## src/rtl/board_state_ctrl_pkg.sv

```systemverilog
// board_pkg: shared board types, LFSR constants and win patterns (rev 1.0)
// Win constants are shared with check_for_win so both blocks agree on what counts as a win.
`default_nettype none
package board_pkg;

   typedef enum logic [1:0] {
      IDLE     = 2'd0,
      PLAY     = 2'd1,
      SCRAMBLE = 2'd2,
      SETTLE   = 2'd3
   } state_t;

   localparam logic [15:0] LFSR_SEED = 16'hACE1;
   // Taps 16,14,13,11 expressed as bit positions 15,13,12,10
   localparam logic [15:0] LFSR_TAPS = 16'hB400;

   localparam logic [31:0] WIN_ZEROS = 32'h0000_0000;
   localparam logic [31:0] WIN_ONES  = 32'hFFFF_FFFF;
   localparam logic [31:0] WIN_ALT01 = 32'h5555_5555;
   localparam logic [31:0] WIN_ALT10 = 32'hAAAA_AAAA;

   function automatic logic [15:0] lfsr_next(input logic [15:0] v);
      return {v[14:0], ^(v & LFSR_TAPS)};
   endfunction

endpackage
`default_nettype wire

```

## src/rtl/board_state_ctrl_if.sv

```systemverilog
// board_state_ctrl_if: button inputs and board outputs between the player front end and the board (rev 1.0)
`default_nettype none
interface board_state_ctrl_if #(
   parameter int W  = 32,
   parameter int CW = 5
);
   logic          BtnLeft;
   logic          BtnRight;
   logic          BtnToggle;
   logic          BtnScramble;
   logic [W-1:0]  ScreenValues;
   logic [CW-1:0] CursorPos;
   logic [15:0]   MoveCount;
   logic          Busy;

   modport master (
      output BtnLeft, BtnRight, BtnToggle, BtnScramble,
      input  ScreenValues, CursorPos, MoveCount, Busy
   );

   modport slave (
      input  BtnLeft, BtnRight, BtnToggle, BtnScramble,
      output ScreenValues, CursorPos, MoveCount, Busy
   );
endinterface
`default_nettype wire

```

## src/rtl/board_state_ctrl_lfsr16.sv

```systemverilog
// lfsr16: free-running 16-bit Fibonacci LFSR, reseeded on synchronous active-low reset (rev 1.0)
`default_nettype none
module lfsr16
   import board_pkg::*;
(
   input  wire logic        clk,
   input  wire logic        reset,
   output logic [15:0]      value
);

   always_ff @(posedge clk) begin
      if (!reset) begin
         value <= LFSR_SEED;
      end else begin
         value <= lfsr_next(value);
      end
   end

endmodule
`default_nettype wire

```

## src/rtl/board_state_ctrl.sv

```systemverilog
// board_state_ctrl: lights-out board, cursor and move counter with LFSR scramble (rev 1.0)
`default_nettype none
module board_state_ctrl
   import board_pkg::*;
#(
   parameter int NumberOfBits  = 31,
   parameter int ScrambleSteps = 20
)(
   input  wire logic          clk,
   input  wire logic          reset,
   board_state_ctrl_if.slave  bus
);

   localparam int W  = NumberOfBits + 1;
   localparam int CW = $clog2(W);
   localparam int SW = $clog2(ScrambleSteps + 1);

   localparam logic [W-1:0] C_WIN_ZEROS = WIN_ZEROS[W-1:0];
   localparam logic [W-1:0] C_WIN_ONES  = WIN_ONES[W-1:0];
   localparam logic [W-1:0] C_WIN_ALT01 = WIN_ALT01[W-1:0];
   localparam logic [W-1:0] C_WIN_ALT10 = WIN_ALT10[W-1:0];

   logic [15:0]   w_lfsr;
   logic [3:0]    w_btn;
   logic [3:0]    w_rise;
   logic [CW-1:0] w_lfsr_idx;
   logic          w_win;

   logic [3:0]    r_btn_q;
   logic [W-1:0]  r_board;
   logic [CW-1:0] r_cursor;
   logic [15:0]   r_move_count;
   logic          r_busy;
   logic [SW-1:0] r_steps;
   state_t        r_state;

   lfsr16 u_lfsr (
      .clk   (clk),
      .reset (reset),
      .value (w_lfsr)
   );

   // Bit order {scramble, toggle, right, left}
   assign w_btn      = {bus.BtnScramble, bus.BtnToggle, bus.BtnRight, bus.BtnLeft};
   assign w_rise     = w_btn & ~r_btn_q;
   assign w_lfsr_idx = CW'(w_lfsr);
   assign w_win      = (r_board == C_WIN_ZEROS) || (r_board == C_WIN_ONES) ||
                       (r_board == C_WIN_ALT01) || (r_board == C_WIN_ALT10);

   // 3'b111 shifted up by idx then down by one lands on idx-1..idx+1; the ends fall off the board
   function automatic logic [W-1:0] toggle_mask(input logic [CW-1:0] idx);
      logic [W+1:0] m;
      m = (W+2)'(7) << idx;
      return W'(m >> 1);
   endfunction

   always_ff @(posedge clk) begin
      if (!reset) begin
         r_btn_q      <= '0;
         r_board      <= '0;
         r_cursor     <= '0;
         r_move_count <= '0;
         r_busy       <= 1'b0;
         r_steps      <= '0;
         r_state      <= IDLE;
      end else begin
         r_btn_q <= w_btn;
         if ((r_state == IDLE || r_state == PLAY) && w_rise[3]) begin
            r_state      <= SCRAMBLE;
            r_busy       <= 1'b1;
            r_move_count <= '0;
            r_steps      <= SW'(ScrambleSteps);
         end else begin
            case (r_state)
               PLAY: begin
                  if (w_rise[2]) begin
                     r_board <= r_board ^ toggle_mask(r_cursor);
                     if (r_move_count != 16'hFFFF) begin
                        r_move_count <= r_move_count + 16'd1;
                     end
                  end else if (w_rise[0] && !w_rise[1]) begin
                     r_cursor <= r_cursor - CW'(1);
                  end else if (w_rise[1] && !w_rise[0]) begin
                     r_cursor <= r_cursor + CW'(1);
                  end
               end
               SCRAMBLE: begin
                  r_board <= r_board ^ toggle_mask(w_lfsr_idx);
                  r_steps <= r_steps - SW'(1);
                  if (r_steps == SW'(1)) begin
                     r_state <= SETTLE;
                  end
               end
               SETTLE: begin
                  if (w_win) begin
                     r_board <= r_board ^ toggle_mask(w_lfsr_idx);
                  end else begin
                     r_state <= PLAY;
                     r_busy  <= 1'b0;
                  end
               end
               default: begin
                  r_state <= r_state;
               end
            endcase
         end
      end
   end

   assign bus.ScreenValues = r_board;
   assign bus.CursorPos    = r_cursor;
   assign bus.MoveCount    = r_move_count;
   assign bus.Busy         = r_busy;

endmodule
`default_nettype wire

```

## src/flat_wrapper.sv

```systemverilog
// flat-port wrapper written by rule: the top's interface ports become plain ports
module board_state_ctrl_flat import board_pkg::*;
#(
   parameter int NumberOfBits  = 31,
   parameter int ScrambleSteps = 20
)
  (clk, reset, bus_BtnLeft, bus_BtnRight, bus_BtnToggle, bus_BtnScramble, bus_ScreenValues, bus_CursorPos, bus_MoveCount, bus_Busy);
  board_state_ctrl_if #(.W(32), .CW(5)) bus_i ();
  input  wire logic clk;
  input  wire logic reset;
  input wire logic [$bits(bus_i.BtnLeft)-1:0] bus_BtnLeft;
  input wire logic [$bits(bus_i.BtnRight)-1:0] bus_BtnRight;
  input wire logic [$bits(bus_i.BtnToggle)-1:0] bus_BtnToggle;
  input wire logic [$bits(bus_i.BtnScramble)-1:0] bus_BtnScramble;
  output wire logic [$bits(bus_i.ScreenValues)-1:0] bus_ScreenValues;
  output wire logic [$bits(bus_i.CursorPos)-1:0] bus_CursorPos;
  output wire logic [$bits(bus_i.MoveCount)-1:0] bus_MoveCount;
  output wire logic [$bits(bus_i.Busy)-1:0] bus_Busy;
  assign bus_i.BtnLeft = bus_BtnLeft;
  assign bus_i.BtnRight = bus_BtnRight;
  assign bus_i.BtnToggle = bus_BtnToggle;
  assign bus_i.BtnScramble = bus_BtnScramble;
  assign bus_ScreenValues = bus_i.ScreenValues;
  assign bus_CursorPos = bus_i.CursorPos;
  assign bus_MoveCount = bus_i.MoveCount;
  assign bus_Busy = bus_i.Busy;
  board_state_ctrl #(.NumberOfBits(NumberOfBits), .ScrambleSteps(ScrambleSteps)) u_core (.clk(clk), .reset(reset), .bus(bus_i));
endmodule
```

## config.mk

```make
export PLATFORM = sky130hd
export DESIGN_NAME = board_state_ctrl_flat
export DESIGN_NICKNAME = d
export VERILOG_FILES = /design/src/rtl/board_state_ctrl_pkg.sv /design/src/rtl/board_state_ctrl_if.sv /design/src/rtl/board_state_ctrl_lfsr16.sv /design/src/rtl/board_state_ctrl.sv /design/src/flat_wrapper.sv
export SDC_FILE = /design/constraint.sdc
export NUM_CORES = 1
export LEC_CHECK = 0
export BUFFER_PORTS_ARGS = -buffer_cell sky130_fd_sc_hd__buf_2
export CAP_MARGIN = 20
export CORE_ASPECT_RATIO = 0.6
export CORE_MARGIN = 1.5
export CORE_UTILIZATION = 55
export CTS_CLUSTER_DIAMETER = 80
export DETAILED_ROUTE_END_ITERATION = 10
export GPL_TIMING_DRIVEN = 0
export PLACE_DENSITY = 0.89
export SYNTH_ARGS = -nofsm -noshare
export SYNTH_HDL_FRONTEND = slang
export SYNTH_SLANG_ARGS = --single-unit
```

## constraint.sdc

```tcl
create_clock -name clk -period 4.6 [get_ports clk]
set_input_delay 0 -clock clk [delete_from_list [all_inputs] [get_ports clk]]
set_output_delay 0 -clock clk [all_outputs]
set_load 0.02 [all_outputs]
```

==> impl_metrics.csv, run 1 <==
group,metric,value,unit
outcome,status,"completed",
synthesis,synth_flop_cell,"dfxtp_1",
routing,vias,3685,
sta,slew_headroom,37.4,%
routing,vias_per_cell,6.14,
place,post-place-ws,2.08,ns
sta,fin_ws,1.75,ns
finish,mostFrequentLayoutCells,"dfxtp_1, buf_2, nand2_1",
grt,grt_first_pass_wirelength,17.3,mm
finish,final_common_cell,"dfxtp_1",
routing,dr.pass1.iters,8,
finish,layout-drive-gt1-share,17.9,%
power,power_leakage,0.00186,uW
grt,antenna_found_initial,0,
setup_path,end_kind,"flop",
routing,wl,10.9,mm
synthesis,ys_async_sr_fraction,0,%
routing,dr.first_iter.drc_count,432,
cts,clock_sinks,81,
cts,cts_root_buffer,"clkbuf_16",
synthesis,yosysWarningCount,0,
setup_path,cp_data_required_time,4.88,ns
hold_path,hold_path_class,"input port to flop",
setup_path,ff2ff_setup_slack,1.75,ns
synthesis,synth_edf_count,0,
sta,setup_viol,0,
finish,num_antenna_cells,0,
sta,drv_slew,0,
sta,fin_crit_sh,61.9,%
die,rows,23,
synthesis,synthCells,434,
cts,htree_num_levels,3,
power,power_frac_seq,45.0,%
synthesis,ys_types,47,
sta,fmax,351,MHz
cts,worstSkewPairLatency,0.35,ns
cts,cts_buffer_depth,2,
synthesis,yosysSeqAreaShare,41.1,%
sta,rsz0062_at_grt,"false",
die,fp.dieW,112,um
place,io_buffers,59,
setup_path,cp.arrival,3.13,ns
sta,fin_worst_skew,0.00749,ns
setup_path,ff2ff_path_depth,9,
setup_path,critPathMaxStageDelay,0.60,ns
grt,grt_max_degree,14,
power,combPwrFrac,8.8,%
power,clkPwrFrac,46.2,%
die,dieHeight,68.6,um
routing,ant_nets,0,
power,p_sw,396,uW
sta,finalHoldViolations,0,
power,swShare,24.0,%
cts,clkTransAtPathRegs,0.06,ns
setup_path,cp-startpoint,"u_core.bus.ScreenValues[29]",
place,gp_congestion,0.980,
setup_path,crit_fanout,10,
die,dieArea,0.00771,mm^2
power,power,1650,uW
setup_path,cp-endpoint,"u_core.bus.ScreenValues[3]",
finish,final_nets,522,
setup_path,crit_chain,"nor4_1 > and4_1 > o22ai_1 > and3_4 > buf_6 > buf_6 > buf_6 > nor4_1 > mux2i_1",
cts,numCtsBuffers,9,
finish,synthToLayoutAreaGrowth,19.2,%
power,power.internal,1250,uW
routing,drc,0,
grt,grt_pass1_vias,3427,
synthesis,synth_area,0.00395,mm^2
setup_path,r2r_end,"u_core.bus.ScreenValues[3]",
sta,setup-tns-final,0,ns
synthesis,syn_nets,448,
setup_path,cpMaxStageDelayCell,"nor4_1",
setup_path,critPathKind,"flop to flop",
grt,track_usage,30.0,%
sta,finalCriticalPeriod,2.85,ns
routing,wl_per_cell,18.2,um
setup_path,reg2reg_from,"u_core.bus.ScreenValues[29]",
die,fp.coreArea,0.00679,mm^2
power,p_per_area,351,mW/mm^2
cts,cts_tree,"done",
setup_path,start_kind,"flop",
synthesis,postSynthAreaPerCell,9.09,um^2
cts,cts_setup_buffers,0,
synthesis,synth-seq-cells,81,
die,ios,60,
die,start_util,58.1,%
sta,tightest_slew,0.932,ns
run,maxCapViolations,0,
power,peakVddDrop,0.245,mV
setup_path,cp_common_cell,"buf_6",
grt,overflow,0,
place,dp_hpwl,7.85,mm
-- layer usage --
layer / vias to the layer above / part of all wire (%) / GRT usage (%)
met2: 236 / 42 / 44.3
met5: - / 0 / 3.33
met4: 0 / 2.2 / 10.1
li1: 1706 / - / -
met1: 1708 / 43 / 39.2
met3: 35 / 13 / 13.2
-- worst max-delay path: cells and delay by family (launching register included) --
kind | cells | cell delay, ns
AOI/OAI and AO/OA | 1 | 0.11
and+or+nand+nor | 4 | 1.65
muxes | 1 | 0.24
DFF | 1 | 0.34
buffers and inverters | 3 | 0.43
-- power by group through the flow --
stage	combinational, uW	sequential [uW]	clock [uW]
finish	144	742	762
global route	156	744	793
CTS	140	741	762
detailed placement	135	757	0
global placement	130	755	0
floorplan	93.8	758	0
-- cell type report --
cell class                 instances  area (um^2)
inverter                           8         30.0
clock buffer                      10          229
sequential                        81         1620
tap                               87          109
buffer                            20          109
multi-input combinational        325         2180
fill                             499         2090
clock inverter                     6         82.6
timing repair buffer              63          335
-- how the worst min path moves through the flow --
| stage | startpoint | endpoint | cells after the start |
|---|---|---|---|
| 6_report | reset | u_core.bus.ScreenValues[23] | 3 |
| 4_1_cts | reset | u_core.bus.ScreenValues[23] | 3 |
| 5_1_grt | reset | u_core.bus.ScreenValues[23] | 3 |
| 2_1_floorplan | bus_BtnLeft | u_core.r_btn_q[0] | 1 |
| 3_5_place_dp | bus_BtnLeft | u_core.r_btn_q[0] | 2 |
| 3_3_place_gp | bus_BtnScramble | u_core.r_btn_q[3] | 2 |
-- metrics by stage --
step                      utilization [%]  area (um^2)  hold WS [ns]  instances
final                                69.2         4700       0.00310        600
after global placement               64.0         4350         0.215        580
after global routing                 69.2         4700        0.0185        600
after CTS                            69.2         4700       0.00102        600
after detailed placement             64.0         4350         0.223        580
after floorplan                         -         3950         0.122        434
-- state kept, by name (all words and copies together), names as in the netlist --
name and cells:
u_core.r_state 2, u_core.bus.CursorPos 5, u_core.r_steps 5, u_core.r_btn_q 4, u_core.bus.Busy 1, u_core.bus.ScreenValues 32
u_core.u_lfsr.value 16, u_core.bus.MoveCount 16
-- repair_timing --
item / in CTS / in global routing
hold endpoints to repair: 4 / 0
resized for setup: 0 / 0
hold buffers: 4 / 0
-- cell usage after synthesis (2+ instances only) --
library cell | n | area share (%)
and3_1 | 2 | 0.32
a21boi_1 | 13 | 2.5
nand4_1 | 13 | 2.1
buf_6 | 4 | 1.1
nor3_1 | 7 | 0.89
o21ai_1 | 2 | 0.25
o31ai_1 | 12 | 2.3
dfxtp_1 | 81 | 41
nor2_1 | 33 | 3.1
a21oi_1 | 6 | 0.76
and4_1 | 3 | 0.67
xnor2_1 | 10 | 2.2
mux2_2 | 4 | 1.1
nor4b_2 | 4 | 1.5
clkbuf_1 | 15 | 1.4
nor2b_1 | 9 | 1.4
mux2i_1 | 23 | 5.8
and2_1 | 14 | 2.2
xor2_1 | 16 | 3.6
inv_1 | 8 | 0.76
or4_1 | 13 | 2.5
nor4_2 | 2 | 0.63
nand2b_1 | 28 | 4.4
or3_1 | 2 | 0.32
o21a_1 | 3 | 0.57
nor4_1 | 19 | 3.0
nand3_1 | 12 | 1.5
nand3b_1 | 2 | 0.38
ha_1 | 7 | 2.2
nor4b_1 | 3 | 0.67
o22ai_1 | 2 | 0.32
nand2_1 | 42 | 4.0
o21ai_0 | 6 | 0.76
-- logic make-up after synthesis --
logic type	synth area share, %
xor+xnor	5.77
flops	41.1
buf+inv	3.52
fa+ha+maj	2.73
compound gates	9.32
simple gates	30.2
mux	7.33
Power figures use the tool's default switching activity.
==> run 2: changes to the inputs <==
- clock period: 4.6 -> 2.65 ns (I/O delays scaled with it)
==> run 2 against run 1 <==
Net effect: register-to-register slack lost 1.7 ns; final cell count stayed put; combinational power up 74%; largest power group unchanged; critical path depth is the same; clock power rose by 73%; highest routed layer is now met5; wire length is essentially flat.
==> impl_metrics.csv, run 2 (synthesized netlist as in run 1, its figures left out) <==
group,metric,value,unit
finish,finish.utilization,69.5,%
finish,multi_input_area,0.00220,mm^2
routing,vias,3696,
sta,rsz0062_at_grt,"false",
finish,largest_reg_flops,32,
finish,final_nets,522,
sta,tightest_slew,0.960,ns
grt,track_usage,29.9,%
setup_path,end_kind,"flop",
die,dieArea,0.00771,mm^2
routing,wl,10.9,mm
run,maxCapViolations,0,
routing,dr.first_iter.drc_count,476,
sta,fmax,382,MHz
grt,grt_first_pass_wirelength,17.3,mm
place,io_buffers,59,
sta,finalHoldViolations,0,
sta,finalCriticalPeriod,2.62,ns
finish,num_antenna_cells,0,
sta,setup_viol,0,
cts,cts_root_buffer,"clkbuf_16",
routing,vias_per_cell,6.16,
setup_path,cp_common_cell,"buf_6",
setup_path,crit_chain,"nor4_1 > and4_1 > o22ai_1 > and3_4 > buf_6 > buf_6 > buf_6 > nor4_1 > mux2i_1",
die,rows,23,
sta,drv_slew,0,
grt,grt_max_degree,14,
routing,drc,0,
setup_path,crit_fanout,10,
finish,synthToLayoutAreaGrowth,19.6,%
grt,grt_pass1_vias,3430,
finish,layout-drive-gt1-share,18.5,%
place,place_area,0.00435,mm^2
outcome,status,"completed",
cts,cts_buffer_depth,2,
setup_path,critPathKind,"flop to flop",
die,start_util,58.1,%
routing,dr.pass1.iters,7,
power,peakVddDrop,0.428,mV
cts,clock_sinks,81,
place,dp_hpwl,7.85,mm
setup_path,critPathMaxStageDelay,0.55,ns
sta,setup-tns-final,0,ns
finish,mostFrequentLayoutCells,"dfxtp_1, buf_2, nand2_1",
setup_path,start_kind,"flop",
finish,final-seq-area,0.00162,mm^2
cts,numCtsBuffers,9,
place,gp_congestion,0.980,
finish,finalNonFillerCells,600,
finish,final_common_cell,"dfxtp_1",
cts,clkTransAtPathRegs,0.06,ns
finish,final_area,0.00472,mm^2
routing,ant_nets,0,
place,dp_cells,580,
setup_path,crit_buf_inv,3,
power,power,2860,uW
setup_path,cp_data_required_time,2.93,ns
sta,fin_worst_skew,0.00752,ns
die,fp.coreArea,0.00679,mm^2
sta,slew_headroom,35.5,%
die,dieHeight,68.6,um
finish,fillers,493,
setup_path,cp.arrival,2.89,ns
grt,antenna_found_initial,0,
cts,htree_num_levels,3,
power,power_leakage,0.00186,uW
cts,worstSkewPairLatency,0.35,ns
hold_path,hold_path_class,"input port to flop",
sta,fin_crit_sh,98.7,%
die,fp.dieW,112,um
power,p_per_area,606,mW/mm^2
setup_path,cpMaxStageDelayCell,"nor4_1",
die,ios,60,
grt,overflow,0,
setup_path,path_delay_family,"simple AND/OR/NAND/NOR gates",
cts,cts_tree,"done",
routing,wl_per_cell,18.2,um
## run 2: cell counts in the layout (fill, tap and decap cells not counted)
Identical to the previous run, type by type.
## run 2: cell type report
class	instances	share of cell area, %
repair buffers	63	7.10
flip-flops and latches	81	34.4
clock inverters	6	1.75
multi-input cells	325	46.7
clock buffers	10	4.85
plain buffers	20	2.31
inverters	8	0.636
well taps	87	2.31
## run 2: worst reg2reg max path: stages, from the launching register on
cell     delay (ns)
dfxtp_1        0.34
nor4_1         0.55
and4_1         0.27
o22ai_1        0.11
and3_4         0.20
buf_6          0.14
buf_6          0.14
buf_6          0.15
nor4_1         0.42
mux2i_1        0.22
## run 2: worst paths after layout
check	depth (start not counted)	startpoint	to	slack, ns
worst max-delay path	9	u_core.bus.ScreenValues[29]	u_core.bus.ScreenValues[19]	0.03
worst max register to register	9	u_core.bus.ScreenValues[29]	u_core.bus.ScreenValues[19]	0.03
worst min register to register	1	u_core.u_lfsr.value[9]	u_core.u_lfsr.value[10]	0.41
worst min-delay path	3	reset	u_core.bus.ScreenValues[23]	0.003
## run 2: power breakdown
group / leakage [uW] / total [uW] / internal, uW / switching, uW
Sequential: 0.000660 / 1290 / 1260 / 31.0
Combinational: 0.00105 / 250 / 98.4 / 152
Clock: 0.000152 / 1320 / 820 / 501
Total: 0.00186 / 2860 / 2180 / 684
## run 2: metrics by stage
step	hold WS, ns	setup WS (ns)
2_1_floorplan	0.122	0.522
6_report	0.00341	0.0335
3_3_place_gp	0.215	0.0944
5_1_grt	0.0185	0.0240
4_1_cts	0.00102	0.101
3_5_place_dp	0.223	0.126
## run 2: layer usage
layer  GRT usage, %  part of all wire [%]  up-vias
met4           10.3                   2.0        2
met3           13.0                    12       34
li1               -                     -     1703
met2           44.2                    42      205
met5           4.67                  0.37        -
met1           39.1                    43     1752
## run 2: repair_timing
| action | 4_1_cts | 5_1_grt |
|---|---|---|
| pin swaps | 0 | 0 |
| endpoints found under the setup margin | 1 | 2 |
| setup buffers | 0 | 0 |
| hold buffers | 4 | 0 |
| hold endpoints to repair | 4 | 0 |
| gates resized for setup | 1 | 2 |
==> run 3: changes to the inputs <==
- CORE_UTILIZATION: 55 -> 51
- PLACE_DENSITY: 0.89 -> 0.87
- SLEW_MARGIN: unset -> 20
- clock period: 2.65 -> 2.2 ns (I/O delays scaled with it)
==> run 3 against run 2 <==
Net effect: non-clock buffer count increased by 16; global-route usage increased by 1.4 points; register-to-register slack got worse by 0.28 ns; the flow now finishes with violations (negative setup slack); design area increased by 16%; clock power increased by 25%; largest power group unchanged; utilization increased by 4.3 points; sequential share of layout area decreased by 3.6 points.
==> impl_metrics.csv, run 3 (synthesized netlist as in run 1, its figures left out) <==
group,metric,value,unit
outcome,status,"complete, but fails checks",
outcome,violations,"negative setup slack",
place,dp_hpwl,7.55,mm
routing,dr.pass1.iters,6,
routing,drc,0,
cts,cts_root_buffer,"clkbuf_16",
setup_path,ff2ff_setup_slack,-0.25,ns
finish,fillers,426,
grt,grt_max_degree,13,
sta,fin_ws,-0.249,ns
finish,layout-drive-gt1-share,36.9,%
grt,grt_first_pass_wirelength,19.4,mm
hold_path,hold_path_class,"input port to flop",
sta,fmax,408,MHz
run,maxCapViolations,0,
cts,clock_sinks,81,
die,dieHeight,71.1,um
die,ios,60,
sta,tightest_slew,0.706,ns
cts,htree_num_levels,3,
power,peakVddDrop,0.454,mV
power,power_leakage,0.00210,uW
hold_path,worstHoldStart,"reset",
routing,dr.first_iter.drc_count,885,
routing,wl,15.5,mm
die,fp.coreArea,0.00739,mm^2
finish,num_antenna_cells,0,
sta,fin_worst_skew,0.0147,ns
setup_path,start_kind,"flop",
sta,finalCriticalPeriod,2.45,ns
sta,slew_headroom,52.4,%
routing,wl_per_cell,24.5,um
setup_path,cp_data_required_time,2.47,ns
setup_path,cp.arrival,2.72,ns
grt,grt_pass1_vias,3669,
grt,antenna_found_initial,1,
routing,vias,4333,
die,dieArea,0.00829,mm^2
sta,rsz0062_at_grt,"true",
cts,cts_buffer_depth,2,
finish,finish.utilization,73.8,%
routing,ant_nets,0,
cts,numCtsBuffers,9,
power,p_per_area,662,mW/mm^2
die,start_util,53.4,%
setup_path,ff2ff_path_depth,9,
setup_path,r2r_end,"u_core.bus.ScreenValues[10]",
die,rows,24,
setup_path,cpMaxStageDelayCell,"nor4_4",
setup_path,end_kind,"flop",
finish,mostFrequentLayoutCells,"buf_2, dfxtp_1, nand2_1",
setup_path,critPathKind,"flop to flop",
sta,fin_crit_sh,111,%
cts,cts_tree,"done",
cts,worstSkewPairLatency,0.36,ns
setup_path,crit_chain,"nand4_1 > nor4_4 > o22ai_2 > and3_4 > buf_8 > buf_6 > buf_12 > nor4b_4 > mux2i_1",
hold_path,holdPathStages,3,
setup_path,reg2reg_from,"u_core.bus.ScreenValues[30]",
sta,drv_slew,0,
sta,holdWs,0.0562,ns
die,fp.dieW,117,um
finish,final_common_cell,"buf_2",
place,io_buffers,59,
finish,final_nets,538,
grt,overflow,0,
sta,finalHoldViolations,0,
grt,track_usage,31.3,%
hold_path,hold_end,"u_core.bus.ScreenValues[31]",
finish,synthToLayoutAreaGrowth,38.2,%
cts,clkTransAtPathRegs,0.07,ns
finish,largest_reg_flops,32,
setup_path,critPathMaxStageDelay,0.40,ns
place,gp_congestion,0.968,
sta,setup_viol,34,
setup_path,crit_fanout,5,
routing,vias_per_cell,6.86,
## run 3: changes by cell type in the layout (fill, tap and decap cells not counted), moves of 7 or more
| cell | previous run | this run |
|---|---|---|
| buf_4 | 1 | 15 |
| dfxtp_1 | 81 | 52 |
| dfxtp_2 | 0 | 21 |
| dfxtp_4 | 0 | 8 |
| nor4_1 | 17 | 4 |
| nor4_4 | 0 | 14 |
| or4_1 | 13 | 6 |
| or4_4 | 0 | 7 |
## run 3: how the worst max path moves through the flow
| stage | start | to | slack, ns | cells after the start |
|---|---|---|---|---|
| after detailed placement | u_core.bus.ScreenValues[15] | u_core.bus.ScreenValues[19] | -0.52 | 9 |
| after floorplan | u_core.bus.ScreenValues[12] | u_core.bus.ScreenValues[19] | 0.07 | 9 |
| final | u_core.bus.ScreenValues[30] | u_core.bus.ScreenValues[10] | -0.25 | 9 |
| after global placement | u_core.bus.ScreenValues[15] | u_core.bus.ScreenValues[19] | -0.45 | 9 |
| after global routing | u_core.bus.ScreenValues[30] | u_core.bus.ScreenValues[10] | -0.23 | 9 |
| after CTS | u_core.r_state[1] | u_core.bus.ScreenValues[7] | -0.07 | 7 |
## run 3: what timing repair did
| action | 4_1_cts | 5_1_grt |
|---|---|---|
| hold buffers | 4 | 0 |
| pin swaps | 22 | 27 |
| resized for setup | 65 | 80 |
| setup endpoints to repair | 34 | 49 |
| gates cloned | 1 | 0 |
| hold endpoints to repair | 4 | 0 |
| buffers inserted | 11 | 5 |
## run 3: metal layers
metal  wire, um  track usage [%]  vias up
met5          0                0        -
met4       1110             15.9        0
met3       2260             12.2      140
met2       6490             44.8      457
met1       5600             41.1     2001
li1           -                -     1735
## run 3: layout make-up
type,count,area [um^2],area share (%)
multi-input cells,325,2680,49.2
well taps,104,130,2.39
inverters,8,30.0,0.551
flip-flops and latches,81,1680,30.8
plain buffers,19,129,2.36
repair buffers,80,490,8.99
clock inverters,3,65.1,1.19
clock buffers,12,246,4.52
## run 3: report_power, final
group / internal (uW) / switching (uW) / total (uW)
combinational: 156 / 252 / 408
sequential: 1510 / 48.2 / 1560
clock: 1020 / 630 / 1650
## run 3: worst max-delay path: cells and delay by family (launching register included)
family | cells | cell delay [ns]
muxes | 1 | 0.23
and+or+nand+nor | 4 | 1.15
buffers and inverters | 3 | 0.41
DFF | 1 | 0.39
AOI/OAI and AO/OA | 1 | 0.16
## run 3: stage by stage
step / setup WS, ns / cells / power, uW / setup TNS (ns) / cell area (um^2)
after floorplan: 0.0720 / 434 / 1780 / 0 / 3950
after global placement: -0.455 / 597 / 1850 / -8.21 / 4370
after detailed placement: -0.522 / 597 / 1860 / -10.01 / 4370
final: -0.249 / 632 / 3610 / -3.51 / 5450
after global routing: -0.226 / 632 / 3660 / -4.01 / 5450
after CTS: -0.0666 / 627 / 3470 / -0.471 / 5110
